<file path="src/rtl/load_store_unit.sv">
// Load/store unit driving a word-wide data memory with combinational read and synchronous write.
// Handles sub-word read-modify-write, load extension, and alignment/range/funct3 fault checks.
module load_store_unit #(
  parameter int MEM_DEPTH = 10001
) (
  input  logic        clk,
  input  logic        rst,
  input  logic        req_valid,
  output logic        req_ready,
  input  logic        req_store,
  input  logic [2:0]  req_funct3,
  input  logic [31:0] req_addr,
  input  logic [31:0] req_wdata,
  output logic        rsp_valid,
  output logic [31:0] rsp_rdata,
  output logic        rsp_fault,
  output logic [31:0] mem_a,
  output logic [31:0] mem_wd,
  output logic        mem_we,
  input  logic [31:0] mem_rd
);

  // state  | meaning
  // S_IDLE | ready for a request; faults are detected here
  // S_RD   | mem_a = word index; mem_rd captured at the end of the cycle
  // S_WR   | mem_we high for this single cycle
  // S_RESP | rsp_valid strobe; no request accepted
  typedef enum logic [1:0] {S_IDLE, S_RD, S_WR, S_RESP} state_t;

  localparam logic [31:0] MemDepthW = 32'(MEM_DEPTH);

  state_t      state_q, state_d;
  logic        store_q, store_d;
  logic [2:0]  funct3_q, funct3_d;
  logic [31:0] addr_q, addr_d;
  logic [31:0] wdata_q, wdata_d;
  logic        rsp_valid_q, rsp_valid_d;
  logic [31:0] rsp_rdata_q, rsp_rdata_d;
  logic        rsp_fault_q, rsp_fault_d;
  logic [31:0] mem_a_q, mem_a_d;
  logic [31:0] mem_wd_q, mem_wd_d;
  logic        mem_we_q, mem_we_d;

  logic        funct3_illegal;
  logic        misaligned;
  logic        out_of_range;
  logic        req_fault;
  logic [31:0] req_index;
  logic [31:0] held_index;

  function automatic logic [31:0] load_ext(input logic [2:0] f3, input logic [1:0] off,
                                           input logic [31:0] w);
    logic [31:0] sh;
    sh = w >> {off, 3'b000};
    case (f3)
      3'b000:  load_ext = {{24{sh[7]}}, sh[7:0]};
      3'b001:  load_ext = {{16{sh[15]}}, sh[15:0]};
      3'b100:  load_ext = {24'b0, sh[7:0]};
      3'b101:  load_ext = {16'b0, sh[15:0]};
      default: load_ext = w;
    endcase
  endfunction

  // Only the addressed byte/halfword lane of the old word is replaced.
  function automatic logic [31:0] store_merge(input logic [2:0] f3, input logic [1:0] off,
                                              input logic [31:0] old, input logic [31:0] wd);
    logic [4:0]  shamt;
    logic [31:0] mask;
    logic [31:0] ins;
    shamt = {off, 3'b000};
    if (f3[0]) begin
      mask = 32'h0000_FFFF << shamt;
      ins  = {16'b0, wd[15:0]} << shamt;
    end else begin
      mask = 32'h0000_00FF << shamt;
      ins  = {24'b0, wd[7:0]} << shamt;
    end
    store_merge = (old & ~mask) | ins;
  endfunction

  assign req_index  = {2'b00, req_addr[31:2]};
  assign held_index = {2'b00, addr_q[31:2]};

  always_comb begin
    case (req_funct3)
      3'b000, 3'b001, 3'b010: funct3_illegal = 1'b0;
      3'b100, 3'b101:         funct3_illegal = req_store;
      default:                funct3_illegal = 1'b1;
    endcase
    misaligned   = ((req_funct3[1:0] == 2'b01) && req_addr[0]) ||
                   ((req_funct3[1:0] == 2'b10) && (req_addr[1:0] != 2'b00));
    out_of_range = req_index >= MemDepthW;
    req_fault    = funct3_illegal || misaligned || out_of_range;
  end

  always_comb begin
    state_d     = state_q;
    store_d     = store_q;
    funct3_d    = funct3_q;
    addr_d      = addr_q;
    wdata_d     = wdata_q;
    rsp_valid_d = 1'b0;
    rsp_rdata_d = 32'h0;
    rsp_fault_d = 1'b0;
    mem_a_d     = 32'h0;
    mem_wd_d    = 32'h0;
    mem_we_d    = 1'b0;
    case (state_q)
      S_IDLE: begin
        if (req_valid) begin
          store_d  = req_store;
          funct3_d = req_funct3;
          addr_d   = req_addr;
          wdata_d  = req_wdata;
          if (req_fault) begin
            state_d     = S_RESP;
            rsp_valid_d = 1'b1;
            rsp_fault_d = 1'b1;
          end else if (!req_store || (req_funct3[1:0] != 2'b10)) begin
            state_d = S_RD;
            mem_a_d = req_index;
          end else begin
            state_d  = S_WR;
            mem_a_d  = req_index;
            mem_we_d = 1'b1;
            mem_wd_d = req_wdata;
          end
        end
      end
      S_RD: begin
        if (store_q) begin
          state_d  = S_WR;
          mem_a_d  = held_index;
          mem_we_d = 1'b1;
          mem_wd_d = store_merge(funct3_q, addr_q[1:0], mem_rd, wdata_q);
        end else begin
          state_d     = S_RESP;
          rsp_valid_d = 1'b1;
          rsp_rdata_d = load_ext(funct3_q, addr_q[1:0], mem_rd);
        end
      end
      S_WR: begin
        state_d     = S_RESP;
        rsp_valid_d = 1'b1;
      end
      S_RESP:  state_d = S_IDLE;
      default: state_d = S_IDLE;
    endcase
  end

  always_ff @(posedge clk or negedge rst) begin
    if (!rst) begin
      state_q     <= S_IDLE;
      store_q     <= 1'b0;
      funct3_q    <= 3'b000;
      addr_q      <= 32'h0;
      wdata_q     <= 32'h0;
      rsp_valid_q <= 1'b0;
      rsp_rdata_q <= 32'h0;
      rsp_fault_q <= 1'b0;
      mem_a_q     <= 32'h0;
      mem_wd_q    <= 32'h0;
      mem_we_q    <= 1'b0;
    end else begin
      state_q     <= state_d;
      store_q     <= store_d;
      funct3_q    <= funct3_d;
      addr_q      <= addr_d;
      wdata_q     <= wdata_d;
      rsp_valid_q <= rsp_valid_d;
      rsp_rdata_q <= rsp_rdata_d;
      rsp_fault_q <= rsp_fault_d;
      mem_a_q     <= mem_a_d;
      mem_wd_q    <= mem_wd_d;
      mem_we_q    <= mem_we_d;
    end
  end

  // Gated by rst so ready is low during reset and rises as soon as reset releases.
  assign req_ready = (state_q == S_IDLE) && rst;
  assign rsp_valid = rsp_valid_q;
  assign rsp_rdata = rsp_rdata_q;
  assign rsp_fault = rsp_fault_q;
  assign mem_a     = mem_a_q;
  assign mem_wd    = mem_wd_q;
  assign mem_we    = mem_we_q;

endmodule
</file>
<file path="config.mk">
export PLATFORM = sky130hd
export DESIGN_NAME = load_store_unit
export DESIGN_NICKNAME = d
export VERILOG_FILES = /design/src/rtl/load_store_unit.sv
export SDC_FILE = /design/constraint.sdc
export NUM_CORES = 1
export LEC_CHECK = 0
export CORE_UTILIZATION = 39
export CTS_BUF_LIST = sky130_fd_sc_hd__clkbuf_4
export CTS_CLUSTER_SIZE = 28
export DETAILED_ROUTE_END_ITERATION = 10
export DONT_BUFFER_PORTS = 1
export GPL_TIMING_DRIVEN = 0
export PLACE_DENSITY_LB_ADDON = 0.08
export SETUP_SLACK_MARGIN = 0.3
export SYNTH_ARGS = -nofsm -noshare
export SYNTH_HDL_FRONTEND = slang
export SYNTH_SLANG_ARGS = --single-unit
export TNS_END_PERCENT = 50
</file>
<file path="constraint.sdc">
create_clock -name clk -period 2.5 [get_ports clk]
set_input_delay 0.5 -clock clk [delete_from_list [all_inputs] [get_ports clk]]
set_output_delay 0.5 -clock clk [all_outputs]
set_load 0.02 [all_outputs]
</file>
==> Word-level counts from Yosys, hierarchy flattened <==
Cells that the tools add are included.
{ "word_totals": {"reg_bits": 153, "latchBits": 0, "ram_bits": 0, "rom_bits": 0, "input_bits": 103, "out_inout_bits": 100, "elab_cells": 83, "n_memories": 0} }
{ "op_classes": {"add_sub_neg": 0, "multipliers": 0, "div": 0, "n_lt_le_gt_ge": 1, "eq_ne": 14, "n_shift": 5, "mux": 34, "bitwise": 3, "reduce_logical": 15} }
{ "ops": {"columns": ["cell", "n"], "rows": [
  ["two-way mux 32 bit", 12],
  ["one-hot mux 32 bit (4 select lines)", 1],
  ["two-way mux 30 bit", 3],
  ["one-hot mux 32 bit (2 select lines)", 1],
  ["one-hot mux 30 bit (2 select lines)", 1],
  ["AND 32 bit", 1],
  ["NOT 32 bit", 1],
  ["OR 32 bit", 1],
  ["left shift 16 x 5 -> 32 bit", 1],
  ["left shift 16 x 5 -> 32 bit, first input constant", 1],
  ["left shift 8 x 5 -> 32 bit", 1],
  ["left shift 8 x 5 -> 32 bit, first input constant", 1],
  ["right shift 32 x 5 -> 16 bit", 1],
  ["greater-or-equal comparator 30 x 14 -> 1 bit, second input constant", 1],
  ["== test 3 bit, second input constant", 4],
  ["two-way mux 1 bit", 9],
  ["one-hot mux 2 bit (4 select lines)", 1],
  ["== test 2 bit, second input constant", 3],
  ["== test 3 x 1 -> 1 bit, second input constant", 2],
  ["zero test 3 bit", 2],
  ["two-way mux 2 bit", 3],
  ["== test 2 x 1 -> 1 bit, second input constant", 2],
  ["logical OR 1 bit", 4],
  ["inequality test 2 bit, second input constant", 2],
  ["10 further kinds", 13]
]} }

==> Depth between registers and ports, before layout <==
Gate-level depths: netlist of run 1.
{ "depth": {"ltp_word": 9, "ltp_mapped": 8} }

==> Worst setup path before layout of run 1 <==
No wires, ideal clock.
{ "synth_timing": {"path_kind": "input to register", "startpoint": "input port req_addr[4]", "endpoint": "register mem_wd_q[4] (netlist: mem_wd[4])", "setup_time_ps": 101, "arrival_ps": 1861, "path_slack_ps": 539, "stages": 5, "path_buffers": 1, "path_cell_list": "o41ai_2 > a211oi_1 > or4_4 > buf_6 > o32ai_1"} }
{ "synth_between": {"elab_chain_len": 5} }
{ "synth_rtl": {"columns": ["item", "line", "rtl"], "rows": [
  ["from (decl)", "12", "input logic [31:0] req_addr,"],
  ["greater-or-equal comparator 30 x 14 -> 1 bit", "92", "out_of_range = req_index >= MemDepthW;"],
  ["logical OR 1 bit", "93", "req_fault = funct3_illegal || misaligned || out_of_range;"],
  ["two-way mux 32 bit", "115", "if (req_fault) begin"],
  ["two-way mux 32 bit", "110", "if (req_valid) begin"],
  ["one-hot mux 32 bit (2 select lines)", "108", "case (state_q)"],
  ["named net mem_wd_d[4]", "41", "logic [31:0] mem_wd_q, mem_wd_d;"],
  ["to (signal assigned)", "174", "mem_wd_q <= mem_wd_d;"],
  ["to (decl)", "41", null]
]} }
The timed path passes the listed nets, and every way through them passes these cells.
A chain may end at the register's enable or synchronous reset.

==> Worst setup path in the final report of run 1 <==
{ "layout_timing": {"startpoint": "register state_q[0]", "endpoint": "output port req_ready"} }
{ "layout_between": {"elab_chain_len": 2} }
{ "layout_rtl": {"columns": ["item", "line", "rtl"], "rows": [
  ["from (decl)", "32", "state_t state_q, state_d;"],
  ["from (signal assigned)", "165", "state_q <= state_d;"],
  ["zero test 2 bit", "180", "assign req_ready = (state_q == S_IDLE) && rst;"],
  ["logical AND 1 bit", "180", null],
  ["to (decl)", "9", "output logic req_ready,"]
]} }
Every way passes these cells.

==> run summary, run 1 <==
CLOCKING
------------------------------------------------------------------------------------------------------
Clock transition at the register clock pins on the worst setup and hold paths after CTS .      0.13 ns
Worst-skew pair later-pin latency .......................................................      0.56 ns
Level count of the clock H-tree .........................................................            4
TritonCTS clock tree ....................................................................         done
Maximum buffer depth of the clock tree ..................................................            2
Number of buffers created by CTS ........................................................           17
CTS root buffer ......................................................................... sky130_fd_sc_hd__clkbuf_4
Number of clock sinks ...................................................................          151

FLOORPLAN
------------------------------------------------------------------------------------------------------
Core footprint ..........................................................................  16700 sq um
Width of the chip .......................................................................  133 microns
Placement row count .....................................................................           47
Io pins .................................................................................          203
Initial Util ............................................................................        40.3%
DIE HEIGHT ..............................................................................  133 microns
Die area ................................................................................  17800 sq um

WORST SETUP PATH
------------------------------------------------------------------------------------------------------
Arrival time of data at the critical path endpoint ......................................      1.61 ns
Kind of critical path ...................................................................      reg2out
Slack of the worst reg-to-reg path ......................................................      0.40 ns
Cell count of the worst reg-to-reg path .................................................            7
Reg2reg start ........................................................................... state_q[0]$_DFFE_PN0P_
Startpoint type of the worst setup path .................................................         flop
CP Max Fanout ...........................................................................            4
Critical path required time .............................................................      2.00 ns
Element type at the critical path end ...................................................   output pin
Critical register-to-register path endpoint ............................................. funct3_q[0]$_DFFE_PN0P_

FINAL LAYOUT
------------------------------------------------------------------------------------------------------
Non-filler cells in the finished layout .................................................          944
Total area of multi-input combinational cells ...........................................   2720 sq um
Share of cells above drive strength 1 ...................................................        11.8%
Signed area change from the synthesized netlist to the final layout .....................        10.5%
Filler Cells Inserted ...................................................................         1670
Total number of nets in the final design ................................................          818
Storage cell area .......................................................................   3780 sq um

PLACE
------------------------------------------------------------------------------------------------------
Port Buffer Count .......................................................................            0
Detailed placer's ending HPWL ...........................................................      15.9 mm
# placed instances ......................................................................          902
Gp weighted congestion ..................................................................        0.861

STA
------------------------------------------------------------------------------------------------------
Worst slew margin relative to its limit .................................................        49.4%
Actual slew at the worst max-slew pin ...................................................     0.759 ns
Final-report max-slew violation count ...................................................            0
Hold_ws .................................................................................    -0.381 ns
Setup-failing EPs final .................................................................            0
Maximum frequency from static timing analysis ...........................................      474 MHz
Number of endpoints with negative hold slack in the final report ........................          151
Clock skew ..............................................................................    0.0141 ns
Min cycle time layout ...................................................................      2.11 ns
Fin crit share ..........................................................................        84.3%
Setup Total Neg Slack ...................................................................         0 ns
Unrepaired setup endpoints after global routing .........................................          yes

GLOBAL ROUTING
------------------------------------------------------------------------------------------------------
Overflow left after global routing ......................................................            0
Wire length of the first global-routing pass ............................................      32.7 mm
Maximum number of pins on one net before global-route repair ............................          153
Global Route Usage Sum ..................................................................        25.0%
Antenna violations before repair ........................................................            1
Via count of the first global-routing pass ..............................................         5562

ROUTE
------------------------------------------------------------------------------------------------------
Count of TritonRoute iterations in the first routing pass ...............................            7
Total DRC errors in the routed layout ...................................................            0
Overall routed net length ...............................................................      21.6 mm
Average routed wire per standard cell ................................................... 22.9 microns
Via density per instance ................................................................         5.73
Violation count after the first detailed-route iteration ................................          427
Post-detailed-route count of antenna-violating nets .....................................            0
Number of vias after detailed routing ...................................................         5405

MIN PATH
------------------------------------------------------------------------------------------------------
Worst Hold Class ........................................................................     in2async

POWER
------------------------------------------------------------------------------------------------------
Power after layout ......................................................................      8.41 mW
Worst VDD drop ..........................................................................     0.425 mV
Power density relative to cell area ..................................................... 1130 nW/um^2
P_leak ..................................................................................      3.55 nW

SYNTH
------------------------------------------------------------------------------------------------------
Most frequently used cell type in the post-synthesis netlist ............................ sky130_fd_sc_hd__nand2_1
Post-synth ARST share ...................................................................         100%
Count of flip-flops with a built-in enable after synthesis ..............................            0
Count of different cell masters after synthesis .........................................           45
Seq/Total Area, Yosys ...................................................................        56.1%
Post-synthesis instance area ............................................................   6740 sq um
Synthesis-stage register bit count ......................................................          151
Share of Yosys cell area claimed by the top area cell type ..............................        56.1%
Most common library cells after synthesis ............................................... sky130_fd_sc_hd__nand2_1 (160), sky130_fd_sc_hd__dfrtp_1 (151), sky130_fd_sc_hd__o21ai_0 (77), sky130_fd_sc_hd__clkbuf_1 (33), sky130_fd_sc_hd__mux2i_1 (24)
Yosys Warn Count ........................................................................            0
Biggest area contributors in the synthesized netlist .................................... sky130_fd_sc_hd__dfrtp_1 (56%), sky130_fd_sc_hd__nand2_1 (8.9%), sky130_fd_sc_hd__o21ai_0 (5.7%)
Cell count after synthesis ..............................................................          681
Average cell area after synthesis .......................................................   9.89 sq um
Top_reg_cell synth ...................................................................... sky130_fd_sc_hd__dfrtp_1
Top cell type by total area after synthesis ............................................. sky130_fd_sc_hd__dfrtp_1

STATUS
------------------------------------------------------------------------------------------------------
Result of the run ....................................................................... complete, but fails checks
Violations in the final reports ......................................................... negative hold slack

RUN
------------------------------------------------------------------------------------------------------
Max-cap violations ......................................................................            0

routing by layer:
layer,vias to the layer above,part of all wire (%),GRT usage (%)
met5,-,0,0
met4,0,3.5,12.1
li1,2447,-,-
met2,232,47,39.5
met1,2685,41,30.6
met3,41,8.7,8.64
how the worst max path moves through the flow:
stage                           startpoint                 endpoint  slack, ns
floorplan                      req_addr[4]      mem_wd[4]$_DFF_PN0_       0.54
global placement               req_addr[4]   state_q[0]$_DFFE_PN0P_       0.07
detailed placement  state_q[1]$_DFFE_PN0P_      mem_a[13]$_DFF_PN0_       0.04
CTS                 state_q[0]$_DFFE_PN0P_      mem_wd[7]$_DFF_PN0_       0.33
global route        state_q[0]$_DFFE_PN0P_  funct3_q[0]$_DFFE_PN0P_       0.29
finish              state_q[0]$_DFFE_PN0P_                req_ready       0.39
logic make-up (layout without fill, tap and decap cells):
family	after synthesis	after routing	synth area share (%)
compound gates	170	170	16.2
other cells	1	3	0.0557
flops	151	151	56.1
simple gates	252	252	16.4
fa+ha+maj	5	5	0.929
mux	40	40	6.41
buf+inv	62	103	3.94
through the flow:
stage / hold WS (ns) / instance area, sq um / utilization [%] / setup WS (ns)
final: -0.381 / 7450 / 44.6 / 0.392
after floorplan: 0.204 / 6740 / - / 0.539
after detailed placement: 0.210 / 7020 / 42.0 / 0.0407
after global routing: -0.448 / 7450 / 44.6 / 0.288
after global placement: 0.211 / 7020 / 42.0 / 0.0651
after CTS: -0.428 / 7390 / 44.3 / 0.331
power by group:
part | internal (mW) | leakage (nW) | switching (mW)
registers | 3.14 | 2.01 | 0.788
clock network | 0.723 | 0.155 | 0.892
logic | 1.02 | 1.39 | 1.84
placed cells by master, fill, tap and decap left out, types with 3 or more instances in the layout:
master / n
sky130_fd_sc_hd__nand2_1: 160
sky130_fd_sc_hd__dfrtp_1: 151
sky130_fd_sc_hd__o21ai_0: 77
sky130_fd_sc_hd__clkbuf_1: 24
sky130_fd_sc_hd__mux2i_1: 24
sky130_fd_sc_hd__a21oi_1: 23
sky130_fd_sc_hd__clkbuf_4: 20
sky130_fd_sc_hd__nor3_1: 18
sky130_fd_sc_hd__and3_1: 16
sky130_fd_sc_hd__nor2_1: 16
sky130_fd_sc_hd__nand3_1: 15
sky130_fd_sc_hd__mux2_2: 15
sky130_fd_sc_hd__o22ai_1: 13
sky130_fd_sc_hd__inv_1: 11
sky130_fd_sc_hd__clkbuf_2: 11
sky130_fd_sc_hd__and2_1: 10
sky130_fd_sc_hd__o31ai_1: 10
sky130_fd_sc_hd__dlygate4sd3_1: 9
sky130_fd_sc_hd__a2bb2oi_1: 8
sky130_fd_sc_hd__o221ai_1: 8
sky130_fd_sc_hd__o221a_2: 8
sky130_fd_sc_hd__a41o_1: 8
sky130_fd_sc_hd__buf_2: 7
sky130_fd_sc_hd__nor4_1: 5
sky130_fd_sc_hd__ha_1: 5
sky130_fd_sc_hd__o21ai_1: 4
sky130_fd_sc_hd__nand2b_1: 3
sky130_fd_sc_hd__clkinv_1: 3
sky130_fd_sc_hd__buf_1: 3
sky130_fd_sc_hd__buf_4: 3
sky130_fd_sc_hd__bufinv_16: 3
sky130_fd_sc_hd__clkinvlp_4: 3
what timing repair did:
item | 4_1_cts | 5_1_grt
buffers inserted | 0 | 0
hold buffers | 6 | 3
endpoints found under the hold margin | 157 | 154
gates resized for setup | 9 | 10
setup endpoints to repair | 89 | 35
registers in the layout (all words and copies together) (netlist names), 2 cells and up:
signal and count:
wdata_q 16, funct3_q 3, state_q 2, mem_a 30
addr_q 32, mem_wd 32, rsp_rdata 32
critical path: stages (launching register included):
cell and delay [ns]:
sky130_fd_sc_hd__dfrtp_1 0.44, sky130_fd_sc_hd__inv_1 0.12, sky130_fd_sc_hd__ha_1 0.22, sky130_fd_sc_hd__and2_1 0.27
final cells by class:
class	count	share of cell area (%)
clock inverters	12	2.03
clock buffers	20	2.02
repair buffers	9	1.21
diodes	1	0.0336
inverters	12	0.605
well taps	220	3.70
plain buffers	50	3.18
flip-flops and latches	151	50.7
multi-input cells	469	36.5
No activity file was read; power rests on OpenSTA's default activity.
==> run 2: changes to the inputs <==
==> constraint.sdc (replaced) <==
create_clock -name clk -period 2.11 [get_ports clk]
set_input_delay 0.422 -clock clk [delete_from_list [all_inputs] [get_ports clk]]
set_output_delay 0.422 -clock clk [all_outputs]
set_load 0.02 [all_outputs]
==> run summary, run 2 (synthesis gave the netlist of run 1 again) <==
CLOCKING
------------------------------------------------------------------------------------------------------
Level count of the clock H-tree .........................................................            4
CTS root buffer ......................................................................... sky130_fd_sc_hd__clkbuf_4
Number of buffers created by CTS ........................................................           17
TritonCTS clock tree ....................................................................         done
Number of clock sinks ...................................................................          151
Clock transition at the register clock pins on the worst setup and hold paths after CTS .      0.14 ns
Maximum buffer depth of the clock tree ..................................................            2
Worst-skew pair later-pin latency .......................................................      0.56 ns
CTS Hold Buffers Added ..................................................................           70

STA
------------------------------------------------------------------------------------------------------
Actual slew at the worst max-slew pin ...................................................     0.763 ns
Fin crit share ..........................................................................        87.2%
Setup Total Neg Slack ...................................................................         0 ns
Final-report max-slew violation count ...................................................            0
Min cycle time layout ...................................................................      1.84 ns
Hold_ws .................................................................................    -0.468 ns
Number of endpoints with negative hold slack in the final report ........................          151
Maximum frequency from static timing analysis ...........................................      544 MHz
Unrepaired setup endpoints after global routing .........................................          yes
Setup-failing EPs final .................................................................            0
Clock skew ..............................................................................    0.0150 ns
Worst slew margin relative to its limit .................................................        48.7%

FLOORPLAN
------------------------------------------------------------------------------------------------------
Initial Util ............................................................................        40.3%
Core footprint ..........................................................................  16700 sq um
DIE HEIGHT ..............................................................................  133 microns
Die area ................................................................................  17800 sq um
Placement row count .....................................................................           47
Io pins .................................................................................          203
Width of the chip .......................................................................  133 microns

FINAL LAYOUT
------------------------------------------------------------------------------------------------------
Signed area change from the synthesized netlist to the final layout .....................        22.5%
Most common cell after layout, fill and taps aside ...................................... sky130_fd_sc_hd__nand2_1
Post-route cell area ....................................................................   8250 sq um
Fin util ................................................................................        49.4%
Top library cells by usage in the layout, fill and taps aside ........................... sky130_fd_sc_hd__nand2_1 (158), sky130_fd_sc_hd__dfrtp_1 (151), sky130_fd_sc_hd__o21ai_0 (73)
Share of cells above drive strength 1 ...................................................        15.2%
Non-filler cells in the finished layout .................................................         1012
Total number of nets in the final design ................................................          886

GLOBAL ROUTING
------------------------------------------------------------------------------------------------------
Overflow left after global routing ......................................................            0
Wire length of the first global-routing pass ............................................      34.1 mm
Via count of the first global-routing pass ..............................................         5806
Maximum number of pins on one net before global-route repair ............................          153
Global Route Usage Sum ..................................................................        26.0%
Antenna violations before repair ........................................................            1

WORST SETUP PATH
------------------------------------------------------------------------------------------------------
Arrival time of data at the critical path endpoint ......................................      1.42 ns
Startpoint type of the worst setup path .................................................         flop
Kind of critical path ...................................................................      reg2out
Critical path required time .............................................................      1.69 ns
Element type at the critical path end ...................................................   output pin
CP Max Fanout ...........................................................................            4

STATUS
------------------------------------------------------------------------------------------------------
Violations in the final reports ......................................................... negative hold slack
Result of the run ....................................................................... complete, but fails checks

RUN
------------------------------------------------------------------------------------------------------
Max-cap violations ......................................................................            0

PLACE
------------------------------------------------------------------------------------------------------
# placed instances ......................................................................          902
Port Buffer Count .......................................................................            0
Placement Cell Area .....................................................................   7050 sq um
Detailed placer's ending HPWL ...........................................................      16.1 mm
Gp weighted congestion ..................................................................        0.910

POWER
------------------------------------------------------------------------------------------------------
Worst VDD drop ..........................................................................     0.441 mV
P_leak ..................................................................................      3.91 nW
Power density relative to cell area ..................................................... 1260 nW/um^2

ROUTE
------------------------------------------------------------------------------------------------------
Average routed wire per standard cell ................................................... 22.1 microns
Post-detailed-route count of antenna-violating nets .....................................            0
Count of TritonRoute iterations in the first routing pass ...............................            5
Violation count after the first detailed-route iteration ................................          349
Number of vias after detailed routing ...................................................         5654
Via density per instance ................................................................         5.59
Overall routed net length ...............................................................      22.4 mm
Total DRC errors in the routed layout ...................................................            0

MIN PATH
------------------------------------------------------------------------------------------------------
Worst Hold Class ........................................................................     in2async

run 2: cell types whose count changed in the layout (fill, tap and decap cells not counted), moves of 3 or more:
cell	before	now
sky130_fd_sc_hd__nor2_1	16	13
sky130_fd_sc_hd__inv_6	1	4
sky130_fd_sc_hd__clkbuf_4	20	25
sky130_fd_sc_hd__o21ai_0	77	73
sky130_fd_sc_hd__dlygate4sd3_1	9	70
sky130_fd_sc_hd__buf_4	3	13
sky130_fd_sc_hd__clkbuf_1	24	16
sky130_fd_sc_hd__buf_6	2	6
sky130_fd_sc_hd__clkbuf_2	11	8
sky130_fd_sc_hd__o21ai_1	4	7
run 2: path summary, 6_finish.rpt:
check	from	end	slack (ns)	cells after the start
hold / removal	rst	mem_wd[26]$_DFF_PN0_	-0.47	0
setup / recovery	state_q[0]$_DFFE_PN0P_	req_ready	0.27	3
hold reg to reg	addr_q[30]$_DFFE_PN0P_	addr_q[30]$_DFFE_PN0P_	0.48	2
max in group asynchronous	rst	addr_q[25]$_DFFE_PN0P_	2.15	0
setup reg to reg	state_q[0]$_DFFE_PN0P_	state_q[0]$_DFFE_PN0P_	0.30	6
min in group clk	mem_rd[13]	rsp_rdata[13]$_DFF_PN0_	0.05	2
run 2: what timing repair did:
action	in CTS	in global routing
gates cloned	0	0
pin swaps	0	4
buffers inserted	4	3
gates resized for setup	41	37
setup endpoints to repair	126	113
hold endpoints to repair	248	151
run 2: worst max-delay path, stage by stage (launching register included):
cell,delay [ns]
sky130_fd_sc_hd__dfrtp_1,0.44
sky130_fd_sc_hd__inv_2,0.09
sky130_fd_sc_hd__ha_4,0.14
sky130_fd_sc_hd__and2_4,0.17
run 2: power by group:
part,switching (mW),internal (mW)
registers,0.956,3.72
logic,2.36,1.54
clock network,1.11,0.725
run 2: area by class of cell:
cell class / count / area (sq um)
multi-input cells: 469 / 2800
clock buffers: 18 / 135
fillers: 1631 / 8450
flip-flops and latches: 151 / 3780
diodes: 1 / 2.50
inverters: 12 / 46.3
clock inverters: 14 / 149
plain buffers: 50 / 302
well taps: 220 / 275
repair buffers: 77 / 766
run 2: layer usage:
metal  wire length (microns)  global-route usage, %
met1                    9000                   32.3
met2                   10800                   41.8
met3                    1870                   8.64
met4                     682                   10.3
met5                       0                      0
run 2: metrics by stage:
step,power (mW),worst slack [ns]
6_report,10.4,0.270
5_1_grt,11.1,0.177
4_1_cts,10.2,0.221
3_5_place_dp,8.10,-0.342
3_3_place_gp,8.01,-0.302
2_1_floorplan,7.06,0.296
